`config.mk`:
```
export PLATFORM = sky130hd
export DESIGN_NAME = axis_round_sat_multi_flat
export DESIGN_NICKNAME = d
export VERILOG_FILES = /design/src/rtl/axis_round_sat_multi_if.sv /design/src/rtl/axis_round_sat_multi.sv /design/src/flat_wrapper.sv
export SDC_FILE = /design/constraint.sdc
export NUM_CORES = 1
export LEC_CHECK = 0
export CORE_AREA = 4 4 88 90
export CTS_CLUSTER_SIZE = 14
export DETAILED_ROUTE_END_ITERATION = 7
export DIE_AREA = 0 0 92 94
export PLACE_DENSITY = 0.78
export SYNTH_ARGS = -nofsm -noshare
export SYNTH_HDL_FRONTEND = slang
export SYNTH_SLANG_ARGS = --single-unit
export TNS_END_PERCENT = 1
```
`constraint.sdc`:
```
create_clock -name clk -period 1.91 [get_ports clk]
set_input_delay 0.573 -clock clk [delete_from_list [all_inputs] [get_ports clk]]
set_output_delay 0.573 -clock clk [all_outputs]
set_load 0.01 [all_outputs]
```
`src/rtl/axis_round_sat_multi_if.sv`:
```
// Stream bundle for axis_round_sat_multi: input beat (i_*) and rounded output beat (o_*).
//   slave  : the rounding stage's view (consumes i_*, produces o_*)
//   master : the surrounding environment's view (produces i_*, consumes o_*)
// Signals:
//   i_tdata  NUM_CHAN*BITS_IN              packed signed input samples, chan 0 in LSBs
//   i_tlast / i_tvalid / i_tready          input handshake
//   o_tdata  NUM_CHAN*BITS_OUT             packed rounded samples
//   o_terr   NUM_CHAN*(BITS_IN-BITS_OUT+1) per-channel signed rounding error
//   o_tclip  NUM_CHAN                      per-channel saturation flag
//   o_tlast / o_tvalid / o_tready          output handshake
interface axis_round_sat_multi_if #(
  parameter int unsigned NUM_CHAN = 1,
  parameter int unsigned BITS_IN  = 24,
  parameter int unsigned BITS_OUT = 16
);
  localparam int unsigned ERR_W = BITS_IN - BITS_OUT + 1;

  logic [NUM_CHAN*BITS_IN-1:0]  i_tdata;
  logic                         i_tlast;
  logic                         i_tvalid;
  logic                         i_tready;

  logic [NUM_CHAN*BITS_OUT-1:0] o_tdata;
  logic [NUM_CHAN*ERR_W-1:0]    o_terr;
  logic [NUM_CHAN-1:0]          o_tclip;
  logic                         o_tlast;
  logic                         o_tvalid;
  logic                         o_tready;

  modport slave (
    input  i_tdata, i_tlast, i_tvalid, o_tready,
    output i_tready, o_tdata, o_terr, o_tclip, o_tlast, o_tvalid
  );

  modport master (
    output i_tdata, i_tlast, i_tvalid, o_tready,
    input  i_tready, o_tdata, o_terr, o_tclip, o_tlast, o_tvalid
  );
endinterface

```
`src/rtl/axis_round_sat_multi.sv`:
```
// Multi-channel two-stage rounding/saturation stage on an AXI-Stream style bundle.
// Each beat carries NUM_CHAN signed BITS_IN samples; the top BITS_OUT bits are kept with a
// run-time rounding mode and saturated to max positive on overflow.
// Ports:
//   clk        clock
//   reset_n    asynchronous active-low reset
//   mode       00 trunc, 01 to-zero, 10 nearest half-up, 11 convergent; sampled per input beat
//   clear_clip synchronous clear of clip_count (wins over a same-cycle increment)
//   bus        stream bundle (slave modport), see axis_round_sat_multi_if
//   clip_count saturating count of accepted output beats with any clip flag set
module axis_round_sat_multi #(
  parameter int unsigned NUM_CHAN = 1,
  parameter int unsigned BITS_IN  = 24,
  parameter int unsigned BITS_OUT = 16,
  parameter int unsigned CNT_W    = 16
) (
  input  logic                     clk,
  input  logic                     reset_n,
  input  logic [1:0]               mode,
  input  logic                     clear_clip,
  axis_round_sat_multi_if.slave    bus,
  output logic [CNT_W-1:0]         clip_count
);
  localparam int unsigned K     = BITS_IN - BITS_OUT;
  localparam int unsigned ERR_W = K + 1;

  typedef enum logic [1:0] {
    RND_TRUNC   = 2'b00,
    RND_ZERO    = 2'b01,
    RND_NEAREST = 2'b10,
    RND_CONV    = 2'b11
  } rnd_mode_e;

  logic adv1, adv2;

  // Stage 1: raw sample, per-channel correction bit, last
  logic                         v1_q, v1_d;
  logic [NUM_CHAN*BITS_IN-1:0]  d1_q, d1_d;
  logic [NUM_CHAN-1:0]          c1_q, c1_d;
  logic                         last1_q, last1_d;

  // Stage 2: rounded result
  logic                         v2_q, v2_d;
  logic [NUM_CHAN*BITS_OUT-1:0] out2_q, out2_d;
  logic [NUM_CHAN*ERR_W-1:0]    err2_q, err2_d;
  logic [NUM_CHAN-1:0]          clip2_q, clip2_d;
  logic                         last2_q, last2_d;

  logic [CNT_W-1:0]             cnt_q, cnt_d;

  logic [NUM_CHAN-1:0]          c_in;
  logic [NUM_CHAN*BITS_OUT-1:0] out_c;
  logic [NUM_CHAN*ERR_W-1:0]    err_c;
  logic [NUM_CHAN-1:0]          clip_c;

  for (genvar ch = 0; ch < NUM_CHAN; ch++) begin : g_chan
    localparam int unsigned LO = ch * BITS_IN;

    logic [K-1:0]      frac_in;
    logic              sgn_in;
    logic              lsb_in;
    logic              c;
    logic [BITS_IN-1:0] s1;
    logic [BITS_OUT:0]  sum;
    logic               clip;
    logic [BITS_OUT-1:0] rnd;

    assign frac_in = bus.i_tdata[LO +: K];
    assign sgn_in  = bus.i_tdata[LO + BITS_IN - 1];
    assign lsb_in  = bus.i_tdata[LO + K];

    always_comb begin
      c = 1'b0;
      case (rnd_mode_e'(mode))
        RND_TRUNC:   c = 1'b0;
        RND_ZERO:    c = sgn_in & (|frac_in);
        RND_NEAREST: c = frac_in[K-1];
        RND_CONV:    c = frac_in[K-1] & ((|frac_in[K-2:0]) | lsb_in);
        default:     c = 1'b0;
      endcase
    end
    assign c_in[ch] = c;

    // c is never negative, so only the positive overflow case needs a clamp.
    assign s1   = d1_q[LO +: BITS_IN];
    assign sum  = {s1[BITS_IN-1], s1[BITS_IN-1:K]} + (BITS_OUT+1)'(c1_q[ch]);
    assign clip = ~sum[BITS_OUT] & sum[BITS_OUT-1];
    assign rnd  = clip ? {1'b0, {(BITS_OUT-1){1'b1}}} : sum[BITS_OUT-1:0];

    assign out_c[ch*BITS_OUT +: BITS_OUT] = rnd;
    assign clip_c[ch]                     = clip;
    // The error fits K+1 bits, so only the low K+1 bits of in-(out<<K) are formed;
    // out<<K contributes just out[0] to that window.
    assign err_c[ch*ERR_W +: ERR_W] = s1[K:0] - {rnd[0], {K{1'b0}}};
  end

  assign adv2         = ~v2_q | bus.o_tready;
  assign adv1         = ~v1_q | adv2;
  assign bus.i_tready = adv1;

  always_comb begin
    v1_d    = v1_q;
    d1_d    = d1_q;
    c1_d    = c1_q;
    last1_d = last1_q;
    if (adv1) begin
      v1_d = bus.i_tvalid;
      if (bus.i_tvalid) begin
        d1_d    = bus.i_tdata;
        c1_d    = c_in;
        last1_d = bus.i_tlast;
      end
    end

    v2_d    = v2_q;
    out2_d  = out2_q;
    err2_d  = err2_q;
    clip2_d = clip2_q;
    last2_d = last2_q;
    if (adv2) begin
      v2_d = v1_q;
      if (v1_q) begin
        out2_d  = out_c;
        err2_d  = err_c;
        clip2_d = clip_c;
        last2_d = last1_q;
      end
    end

    cnt_d = cnt_q;
    if (clear_clip) begin
      cnt_d = '0;
    end else if (v2_q && bus.o_tready && (|clip2_q) && (cnt_q != '1)) begin
      cnt_d = cnt_q + CNT_W'(1);
    end
  end

  always_ff @(posedge clk or negedge reset_n) begin
    if (!reset_n) begin
      v1_q    <= 1'b0;
      d1_q    <= '0;
      c1_q    <= '0;
      last1_q <= 1'b0;
      v2_q    <= 1'b0;
      out2_q  <= '0;
      err2_q  <= '0;
      clip2_q <= '0;
      last2_q <= 1'b0;
      cnt_q   <= '0;
    end else begin
      v1_q    <= v1_d;
      d1_q    <= d1_d;
      c1_q    <= c1_d;
      last1_q <= last1_d;
      v2_q    <= v2_d;
      out2_q  <= out2_d;
      err2_q  <= err2_d;
      clip2_q <= clip2_d;
      last2_q <= last2_d;
      cnt_q   <= cnt_d;
    end
  end

  assign bus.o_tvalid = v2_q;
  assign bus.o_tdata  = out2_q;
  assign bus.o_terr   = err2_q;
  assign bus.o_tclip  = clip2_q;
  assign bus.o_tlast  = last2_q;
  assign clip_count   = cnt_q;
endmodule

```
`src/flat_wrapper.sv`:
```
// flat-port wrapper written by rule: the top's interface ports become plain ports
module axis_round_sat_multi_flat 
#(
  parameter int unsigned NUM_CHAN = 1,
  parameter int unsigned BITS_IN  = 24,
  parameter int unsigned BITS_OUT = 16,
  parameter int unsigned CNT_W    = 16
)
  (clk, reset_n, mode, clear_clip, clip_count, bus_i_tdata, bus_i_tlast, bus_i_tvalid, bus_o_tready, bus_i_tready, bus_o_tdata, bus_o_terr, bus_o_tclip, bus_o_tlast, bus_o_tvalid);
  axis_round_sat_multi_if #(.NUM_CHAN(NUM_CHAN), .BITS_IN(BITS_IN), .BITS_OUT(BITS_OUT)) bus_i ();
  input  logic clk;
  input  logic reset_n;
  input  logic [1:0] mode;
  input  logic clear_clip;
  output logic [CNT_W-1:0] clip_count;
  input wire logic [$bits(bus_i.i_tdata)-1:0] bus_i_tdata;
  input wire logic [$bits(bus_i.i_tlast)-1:0] bus_i_tlast;
  input wire logic [$bits(bus_i.i_tvalid)-1:0] bus_i_tvalid;
  input wire logic [$bits(bus_i.o_tready)-1:0] bus_o_tready;
  output wire logic [$bits(bus_i.i_tready)-1:0] bus_i_tready;
  output wire logic [$bits(bus_i.o_tdata)-1:0] bus_o_tdata;
  output wire logic [$bits(bus_i.o_terr)-1:0] bus_o_terr;
  output wire logic [$bits(bus_i.o_tclip)-1:0] bus_o_tclip;
  output wire logic [$bits(bus_i.o_tlast)-1:0] bus_o_tlast;
  output wire logic [$bits(bus_i.o_tvalid)-1:0] bus_o_tvalid;
  assign bus_i.i_tdata = bus_i_tdata;
  assign bus_i.i_tlast = bus_i_tlast;
  assign bus_i.i_tvalid = bus_i_tvalid;
  assign bus_i.o_tready = bus_o_tready;
  assign bus_i_tready = bus_i.i_tready;
  assign bus_o_tdata = bus_i.o_tdata;
  assign bus_o_terr = bus_i.o_terr;
  assign bus_o_tclip = bus_i.o_tclip;
  assign bus_o_tlast = bus_i.o_tlast;
  assign bus_o_tvalid = bus_i.o_tvalid;
  axis_round_sat_multi #(.NUM_CHAN(NUM_CHAN), .BITS_IN(BITS_IN), .BITS_OUT(BITS_OUT), .CNT_W(CNT_W)) u_core (.clk(clk), .reset_n(reset_n), .mode(mode), .clear_clip(clear_clip), .bus(bus_i), .clip_count(clip_count));
endmodule
```
==> results of run 1 <==
[report_power, final]
group	switching [mW]	internal [mW]
Combinational	0.379	0.517
Clock	0.533	0.734
Sequential	0.163	1.72
Total	1.08	2.97
[synth_stat cells, drive strengths merged (3+ instances only)]
| library cell | number |
|---|---|
| a21oi | 15 |
| nor2 | 28 |
| nand4 | 5 |
| nand3 | 11 |
| nand2b | 6 |
| clkbuf | 6 |
| o31ai | 3 |
| mux2 | 34 |
| dfrtp | 71 |
| buf | 8 |
| o21ai | 7 |
| ha | 3 |
| or4 | 5 |
| a31oi | 13 |
| inv | 5 |
| nor2b | 9 |
| xnor2 | 8 |
| nor3 | 7 |
| nor4 | 5 |
| nand2 | 47 |
| and3 | 3 |
[registers in the layout, summed over array words and instances, names as in the netlist]
signal,count
u_core.d1_q,24
u_core.bus.o_tdata,16
u_core.clip_count,16
u_core.bus.o_terr,9
u_core.bus.o_tclip,1
u_core.bus.o_tlast,1
u_core.bus.o_tvalid,1
u_core.c1_q,1
u_core.last1_q,1
u_core.v1_q,1
[worst max path at each step]
stage	start	end	cells after the start
6_report	u_core.clip_count[9]	clip_count[9]	1
4_1_cts	u_core.clip_count[11]	clip_count[11]	1
2_1_floorplan	bus_o_tready	u_core.clip_count[13]	5
5_1_grt	u_core.d1_q[12]	u_core.bus.o_terr[8]	4
3_5_place_dp	bus_o_tready	u_core.clip_count[13]	5
3_3_place_gp	bus_o_tready	bus_i_tready	3
[layer usage]
metal / vias to the layer above / part of all wire [%] / track usage (%)
li1: 1353 / - / -
met1: 1306 / 45 / 24.62
met2: 65 / 49 / 30.84
met3: 10 / 4.2 / 3.045
met4: 0 / 1.5 / 7.054
met5: - / 0 / 0
[layout by cell type (no fill, tap or decap), drive strengths merged, types with 7 or more instances in the layout]
cell / n
a21oi: 15
a31oi: 13
buf: 23
clkbuf: 13
clkdlybuf4s50: 59
dfrtp: 71
dlygate4sd2: 8
dlymetal6s2s: 7
mux2: 34
nand2: 47
nand3: 11
nor2: 28
nor2b: 9
nor3: 7
o21ai: 7
xnor2: 8
[cell families after synthesis]
family	after synthesis
AND/OR/NAND/NOR	137
AO/OA/AOI/OAI	51
flip-flops	71
multiplexers	36
buffers and inverters	19
adder cells (fa/ha/maj)	3
XOR/XNOR	10
[area by class of cell]
type	instances	area (sq um)
multi-input cells	237	1570
clock inverters	4	70.07
well taps	99	123.9
flip-flops and latches	71	1783
fillers	582	2385
inverters	5	18.77
repair buffers	98	973.4
clock buffers	12	135.1
[per-stage QoR]
stage,instance area (sq um),instances,setup TNS [ns]
2_1_floorplan,3413,327,0
3_3_place_gp,4436,509,-10.81
3_5_place_dp,4436,509,-12.69
4_1_cts,4642,526,0
5_1_grt,4674,526,-0.07755
6_report,4674,526,0
[repair_timing]
item / CTS / global route
setup endpoints to repair: 18 / 27
pin swaps: 0 / 0
resized for setup: 13 / 16
setup buffers: 1 / 0
==> impl_metrics.py, run 1 <==
metrics = {
    "grt": {
        "grt_pass1_vias": 2729,
        "antenna_found_initial": 0,
        "grt.total_usage_pct": 18.61,
        "grt_max_degree": 72,
        "grt_pass1_wl_um": 12880,
        "gr-total-overflow": 0,
    },
    "setup_path": {
        "r2r-start": "u_core.clip_count[0]",
        "crit_fanout": 4,
        "worstSetupPathType": "reg2out",
        "cp_slowest_cell": "clkdlybuf4s50_1",
        "cp-end-kind": "output port",
        "timing.rr.end": "u_core.clip_count[0]",
        "worst_ep_required_time_ns": 1.34,
        "path_cells": "clkdlybuf4s50_1",
        "crit_arrival_ns": 1.28,
        "cp-start-kind": "flop",
        "path_buf_inv": 1,
        "worst_path_largest_cell_delay_ns": 0.56,
        "cpLargestDelayFamily": "buffers and inverters",
        "rr_worst_depth": 5,
        "r2r_slack_ns": 0.11,
    },
    "floorplanning": {
        "die_area_sq_um": 8648,
        "core_area_sq_um": 7059,
        "start_util_pct": 48.35,
        "ios": 77,
        "die_w_um": 92,
        "die_h_um": 94,
        "rows": 31,
    },
    "synth": {
        "synth_compound_area_share_pct": 9.751,
        "synthesis.area_sq_um": 3413,
        "synth_mux_area_share_pct": 11.80,
        "synthCells": 327,
        "synth_area_leaders": "dfrtp_1 (52%), mux2_2 (11%), nand2_1 (5.2%)",
        "synth_area_leader_cell": "dfrtp_1",
        "synth.distinct_cells": 46,
        "synth-xor-area-share_pct": 2.566,
        "ys_seq_area_share_pct": 52.05,
        "synth-edff-count": 0,
        "syn_area_per_cell_sq_um": 10.44,
        "synth_top_family_by_area": "simple AND/OR/NAND/NOR gates",
        "synth_ff_type": "dfrtp_1",
        "synth-simple-area-share_pct": 20.20,
        "yosys.area.top_type_share_pct": 52.05,
        "async_reset_ff_share_pct": 100.0,
        "syn_nets": 362,
        "ys_warn_count": 0,
        "ys_ff_latch": 71,
        "synth_adder_area_share_pct": 1.100,
    },
    "route": {
        "drt_iter0_drc": 188,
        "dr.pass1.iters": 4,
        "post_drt_wl_per_cell_um": 14.52,
        "drc": 0,
        "vias": 2734,
        "drt_wl_total_um": 7639,
        "ant_nets": 0,
        "via_per_inst": 5.198,
    },
    "run": {
        "max_cap_violations": 0,
    },
    "timing": {
        "finalMaxSlewViolations": 0,
        "worst_slew_pin_slew_ns": 0.3823,
        "fin_crit_sh_pct": 97.20,
        "fin_hold_ws_ns": 0.2571,
        "worst_slack_ns": 0.05353,
        "rsz0062_at_grt": "true",
        "fmax_mhz": 538.7,
        "setup_violations": 0,
        "skew_ns": 0.01130,
        "finalHoldViolations": 0,
        "slew_headroom_pct": 74.52,
        "fin_crit_ns": 1.856,
    },
    "clock_network": {
        "htree_levels": 3,
        "cts_buffer_depth": 2,
        "cts_made_buffers": 9,
        "cts.clk_slew.worst_paths_ns": 0.07,
        "cts_sinks": 71,
        "cts_root_buffer": "clkbuf_8",
        "cts_hold_buffers": 0,
        "clock_latency_ns": 0.33,
        "cts_tree": "built",
    },
    "final_layout": {
        "final_core_util_pct": 66.22,
        "areaGrowthSynthToFinish_pct": 36.95,
        "diodes": 0,
        "nets": 457,
        "drive_gt1_share_pct": 20.61,
    },
    "placement": {
        "dp.final_hpwl_um": 5559,
        "portBuffers": 76,
        "place_congestion": 0.8191,
        "dp_slack_ns": -0.5286,
    },
    "run_status": {
        "outcome": "finished clean",
    },
    "pwr": {
        "p_per_area_nw_per_um2": 865.1,
        "power.leakage_nw": 2.103,
        "p_total_mw": 4.044,
        "ir_drop_uv": 566.6,
    },
    "worst_hold_path": {
        "hold_path.class": "in2async",
    },
}
(Power assumes the default switching activity.)
==> run 2, diff against run 1 <==
MAX_ROUTING_LAYER = met4   (was unset)
==> impl_metrics.py, run 2 (synthesized netlist as in run 1, its figures left out) <==
metrics = {
    "route": {
        "dr.pass1.iters": 4,
        "post_drt_wl_per_cell_um": 14.53,
        "vias": 2761,
        "drc": 0,
        "ant_nets": 0,
        "via_per_inst": 5.249,
        "drt_wl_total_um": 7644,
        "drt_iter0_drc": 220,
    },
    "grt": {
        "grt.total_usage_pct": 19.16,
        "grt_max_degree": 72,
        "grt_pass1_wl_um": 12910,
        "gr-total-overflow": 0,
        "grt_pass1_vias": 2725,
        "antenna_found_initial": 0,
    },
    "placement": {
        "portBuffers": 76,
        "place_congestion": 0.8314,
        "dp.final_hpwl_um": 5559,
        "dp_cells": 509,
    },
    "floorplanning": {
        "ios": 77,
        "die_w_um": 92,
        "start_util_pct": 48.35,
        "core_area_sq_um": 7059,
        "die_area_sq_um": 8648,
        "die_h_um": 94,
        "rows": 31,
    },
    "setup_path": {
        "worst_path_largest_cell_delay_ns": 0.56,
        "crit_arrival_ns": 1.28,
        "worstSetupPathType": "reg2out",
        "cp-start-kind": "flop",
        "path_buf_inv": 1,
        "crit_fanout": 4,
        "worst_ep_required_time_ns": 1.34,
        "path_cells": "clkdlybuf4s50_1",
        "cp-end-kind": "output port",
        "cpLargestDelayFamily": "buffers and inverters",
        "cp_slowest_cell": "clkdlybuf4s50_1",
    },
    "clock_network": {
        "cts_made_buffers": 9,
        "cts_hold_buffers": 0,
        "cts_root_buffer": "clkbuf_8",
        "cts_tree": "built",
        "clock_latency_ns": 0.33,
        "htree_levels": 3,
        "cts_buffer_depth": 2,
        "cts_sinks": 71,
        "cts.clk_slew.worst_paths_ns": 0.08,
    },
    "timing": {
        "fin_crit_ns": 1.856,
        "skew_ns": 0.01013,
        "setup_violations": 0,
        "finalMaxSlewViolations": 0,
        "fin_hold_ws_ns": 0.2537,
        "fmax_mhz": 538.8,
        "finalHoldViolations": 0,
        "rsz0062_at_grt": "true",
        "worst_slew_pin_slew_ns": 0.3856,
        "fin_crit_sh_pct": 97.18,
        "slew_headroom_pct": 74.29,
    },
    "worst_hold_path": {
        "hold_path.class": "in2async",
    },
    "run": {
        "max_cap_violations": 0,
    },
    "pwr": {
        "ir_drop_uv": 569.9,
        "pwr-share-clk_pct": 31.3,
        "p_per_area_nw_per_um2": 865.4,
        "power.switching_mw": 1.078,
        "switching_share_pct": 26.64,
        "comb_power_share_pct": 22.2,
        "p_int_mw": 2.968,
        "power.leakage_nw": 2.103,
        "seqPwrFrac_pct": 46.5,
    },
    "final_layout": {
        "final_common_cell": "dfrtp_1",
        "drive_gt1_share_pct": 20.61,
        "final_cell_count_no_fill": 526,
        "areaGrowthSynthToFinish_pct": 36.95,
        "nets": 457,
        "diodes": 0,
        "top_register": "u_core.d1_q",
        "mostFrequentLayoutCells": "dfrtp_1 (66), clkdlybuf4s50_1 (59), nand2_1 (46)",
        "largest_register_ffs": 24,
    },
    "run_status": {
        "outcome": "finished clean",
    },
}
-- run 2: final timing paths --
path | start | slack, ns | endpoint | cells past startpoint
max reg2reg | u_core.clip_count[0] | 0.11 | u_core.clip_count[0] | 5
min | reset_n | 0.25 | u_core.clip_count[14] | 2
min reg2reg | u_core.last1_q | 0.46 | u_core.bus.o_tlast | 2
min in group clk | u_core.last1_q | 0.46 | u_core.bus.o_tlast | 2
max in group asynchronous | reset_n | 1.32 | u_core.clip_count[0] | 2
max | u_core.clip_count[9] | 0.05 | clip_count[9] | 1
-- run 2: area by class of cell --
type                    instances  area, sq um
repair buffers                 98        973.4
clock inverters                 4        70.07
inverters                       5        18.77
fillers                       582         2385
flip-flops and latches         71         1783
well taps                      99        123.9
clock buffers                  12        135.1
multi-input cells             237         1570
-- run 2: power by group through the flow --
stage	Sequential, mW	Clock (mW)	Combinational, mW
5_1_grt	1.92	1.37	0.985
3_3_place_gp	1.90	0	0.885
3_5_place_dp	1.91	0	0.903
6_report	1.88	1.27	0.897
4_1_cts	1.88	1.30	0.908
2_1_floorplan	1.94	0	0.347
-- run 2: per-layer routing --
layer  track usage, %  routed length [um]  up-vias
li1                 -                   -     1355
met1            24.83                3482     1327
met2            30.90                3735       70
met3            2.804                 313        9
met4            7.054                 112        0
met5                -                   0        -
-- run 2: what timing repair did --
| action | 4_1_cts | 5_1_grt |
|---|---|---|
| buffers inserted | 1 | 0 |
| resized for setup | 13 | 16 |
| hold endpoints to repair | 0 | 0 |
| setup endpoints to repair | 18 | 27 |
-- run 2: metrics by stage --
| step | util [%] | setup WS (ns) | setup TNS, ns | power, mW | instance area (sq um) |
|---|---|---|---|---|---|
| 6_report | 66.22 | 0.05394 | 0 | 4.045 | 4674 |
| 5_1_grt | 66.22 | -0.02826 | -0.07755 | 4.268 | 4674 |
| 4_1_cts | 65.76 | 0.002755 | 0 | 4.084 | 4642 |
| 3_5_place_dp | 62.83 | -0.5286 | -12.69 | 2.809 | 4436 |
| 3_3_place_gp | 62.83 | -0.4441 | -10.81 | 2.780 | 4436 |
| 2_1_floorplan | - | 0.1039 | 0 | 2.285 | 3413 |
==> run 3, diff against run 2 <==
CORE_AREA = 4 4 104 106   (was 4 4 88 90)
CTS_CLUSTER_DIAMETER = 80   (was unset)
DIE_AREA = 0 0 108 110   (was 0 0 92 94)
PLACE_DENSITY = unset   (was 0.78)
==> impl_metrics.py, run 3 (synthesized netlist as in run 1, its figures left out) <==
metrics = {
    "timing": {
        "fin_tns_setup_ns": 0,
        "fin_crit_sh_pct": 97.89,
        "finalMaxSlewViolations": 0,
        "setup_violations": 0,
        "finalHoldViolations": 0,
        "fmax_mhz": 534.9,
        "rsz0062_at_grt": "false",
        "slew_headroom_pct": 67.39,
        "worst_slew_pin_slew_ns": 0.4891,
        "worst_slack_ns": 0.04037,
        "fin_hold_ws_ns": 0.1901,
        "skew_ns": 0.01171,
        "fin_crit_ns": 1.870,
    },
    "final_layout": {
        "top_register": "u_core.d1_q",
        "largest_register_ffs": 24,
        "multi_input_area_sq_um": 1580,
        "drive_gt1_share_pct": 22.53,
        "diodes": 0,
        "nets": 465,
        "final_cell_count_no_fill": 568,
        "nFillCells": 956,
        "final_cell_area_sq_um": 4831,
        "final_common_cell": "dfrtp_1",
        "seq_area_sq_um": 1778,
        "mostFrequentLayoutCells": "dfrtp_1 (70), clkdlybuf4s50_1 (58), nand2_1 (46)",
        "areaGrowthSynthToFinish_pct": 41.53,
        "final_core_util_pct": 49.42,
    },
    "setup_path": {
        "worst_ep_required_time_ns": 1.34,
        "r2r_slack_ns": 0.11,
        "cp-start-kind": "flop",
        "path_cells": "clkdlybuf4s50_1",
        "worstSetupPathType": "reg2out",
        "timing.rr.end": "u_core.clip_count[11]",
        "cpLargestDelayFamily": "buffers and inverters",
        "cp_slowest_cell": "clkdlybuf4s50_1",
        "rr_worst_depth": 5,
        "path_depth": 1,
        "worst_path_largest_cell_delay_ns": 0.56,
        "cp-end-kind": "output port",
        "crit_arrival_ns": 1.30,
        "path_buf_inv": 1,
        "crit_fanout": 5,
        "r2r-start": "u_core.clip_count[0]",
    },
    "worst_hold_path": {
        "hold_path.class": "in2async",
    },
    "floorplanning": {
        "core_area_sq_um": 9774,
        "start_util_pct": 34.92,
        "rows": 36,
        "die_area_sq_um": 11880,
        "ios": 77,
        "die_h_um": 110,
        "die_w_um": 108,
    },
    "route": {
        "ant_nets": 0,
        "via_per_inst": 4.884,
        "drt_wl_total_um": 7976,
        "post_drt_wl_per_cell_um": 14.04,
        "drc": 0,
        "vias": 2774,
        "drt_iter0_drc": 69,
        "dr.pass1.iters": 4,
    },
    "pwr": {
        "power.leakage_nw": 2.147,
        "p_per_area_nw_per_um2": 879.7,
        "ir_drop_uv": 412.2,
        "p_total_mw": 4.250,
    },
    "clock_network": {
        "cts_buffer_depth": 2,
        "cts_tree": "built",
        "cts_root_buffer": "clkbuf_8",
        "cts_sinks": 71,
        "htree_levels": 3,
        "cts.clk_slew.worst_paths_ns": 0.08,
        "cts_hold_buffers": 0,
        "cts_made_buffers": 9,
        "clock_latency_ns": 0.34,
    },
    "grt": {
        "gr-total-overflow": 0,
        "grt.total_usage_pct": 14.35,
        "grt_max_degree": 35,
        "grt_pass1_vias": 2636,
        "grt_pass1_wl_um": 13140,
        "antenna_found_initial": 0,
    },
    "placement": {
        "placed_cell_area_sq_um": 4531,
        "dp_cells": 548,
        "dp.final_hpwl_um": 5888,
        "dp_slack_ns": -0.5366,
        "portBuffers": 76,
        "place_congestion": 0.7731,
    },
    "run_status": {
        "outcome": "finished clean",
    },
    "run": {
        "max_cap_violations": 0,
    },
}
==> run 3: cell count changes in the layout (fill, tap and decap cells not counted), moves of 2 or more <==
cell / before / now
dfrtp_2: 5 / 1
dfrtp_1: 66 / 70
buf_4: 18 / 26
clkbuf_1: 3 / 0
dlygate4sd2_1: 8 / 10
==> run 3: final cells by class <==
| cell class | count | area share [%] |
|---|---|---|
| timing repair buffer | 106 | 21.60 |
| clock inverter | 7 | 2.486 |
| inverter | 5 | 0.3885 |
| clock buffer | 9 | 2.564 |
| sequential | 71 | 36.80 |
| multi-input combinational | 237 | 32.71 |
| tap | 133 | 3.445 |
==> run 3: how the worst max path moves through the flow <==
| stage | to | slack, ns | start |
|---|---|---|---|
| CTS | clip_count[13] | 0.005 | u_core.clip_count[13] |
| finish | clip_count[3] | 0.04 | u_core.clip_count[3] |
| floorplan | u_core.clip_count[13] | 0.10 | bus_o_tready |
| detailed placement | u_core.clip_count[13] | -0.54 | bus_o_tready |
| global route | bus_o_tclip | 0.005 | u_core.bus.o_tclip |
| global placement | u_core.clip_count[13] | -0.48 | bus_o_tready |
==> run 3: layer usage <==
layer / global-route usage [%] / up-vias / share of wire, %
met3: 2.563 / 6 / 4.0
met2: 21.94 / 57 / 47
met1: 19.43 / 1333 / 48
met4: 4.869 / 0 / 1.2
met5: - / - / 0
li1: - / 1378 / -
==> run 3: what timing repair did <==
| action | 4_1_cts | 5_1_grt |
|---|---|---|
| buffers inserted | 1 | 3 |
| gates resized for setup | 19 | 10 |
| setup endpoints to repair | 20 | 19 |
==> run 3: where the power goes <==
part | internal (mW) | total, mW | switching (mW)
combinational | 0.526 | 0.907 | 0.382
clock | 0.872 | 1.46 | 0.593
sequential | 1.72 | 1.88 | 0.162
total | 3.11 | 4.25 | 1.14
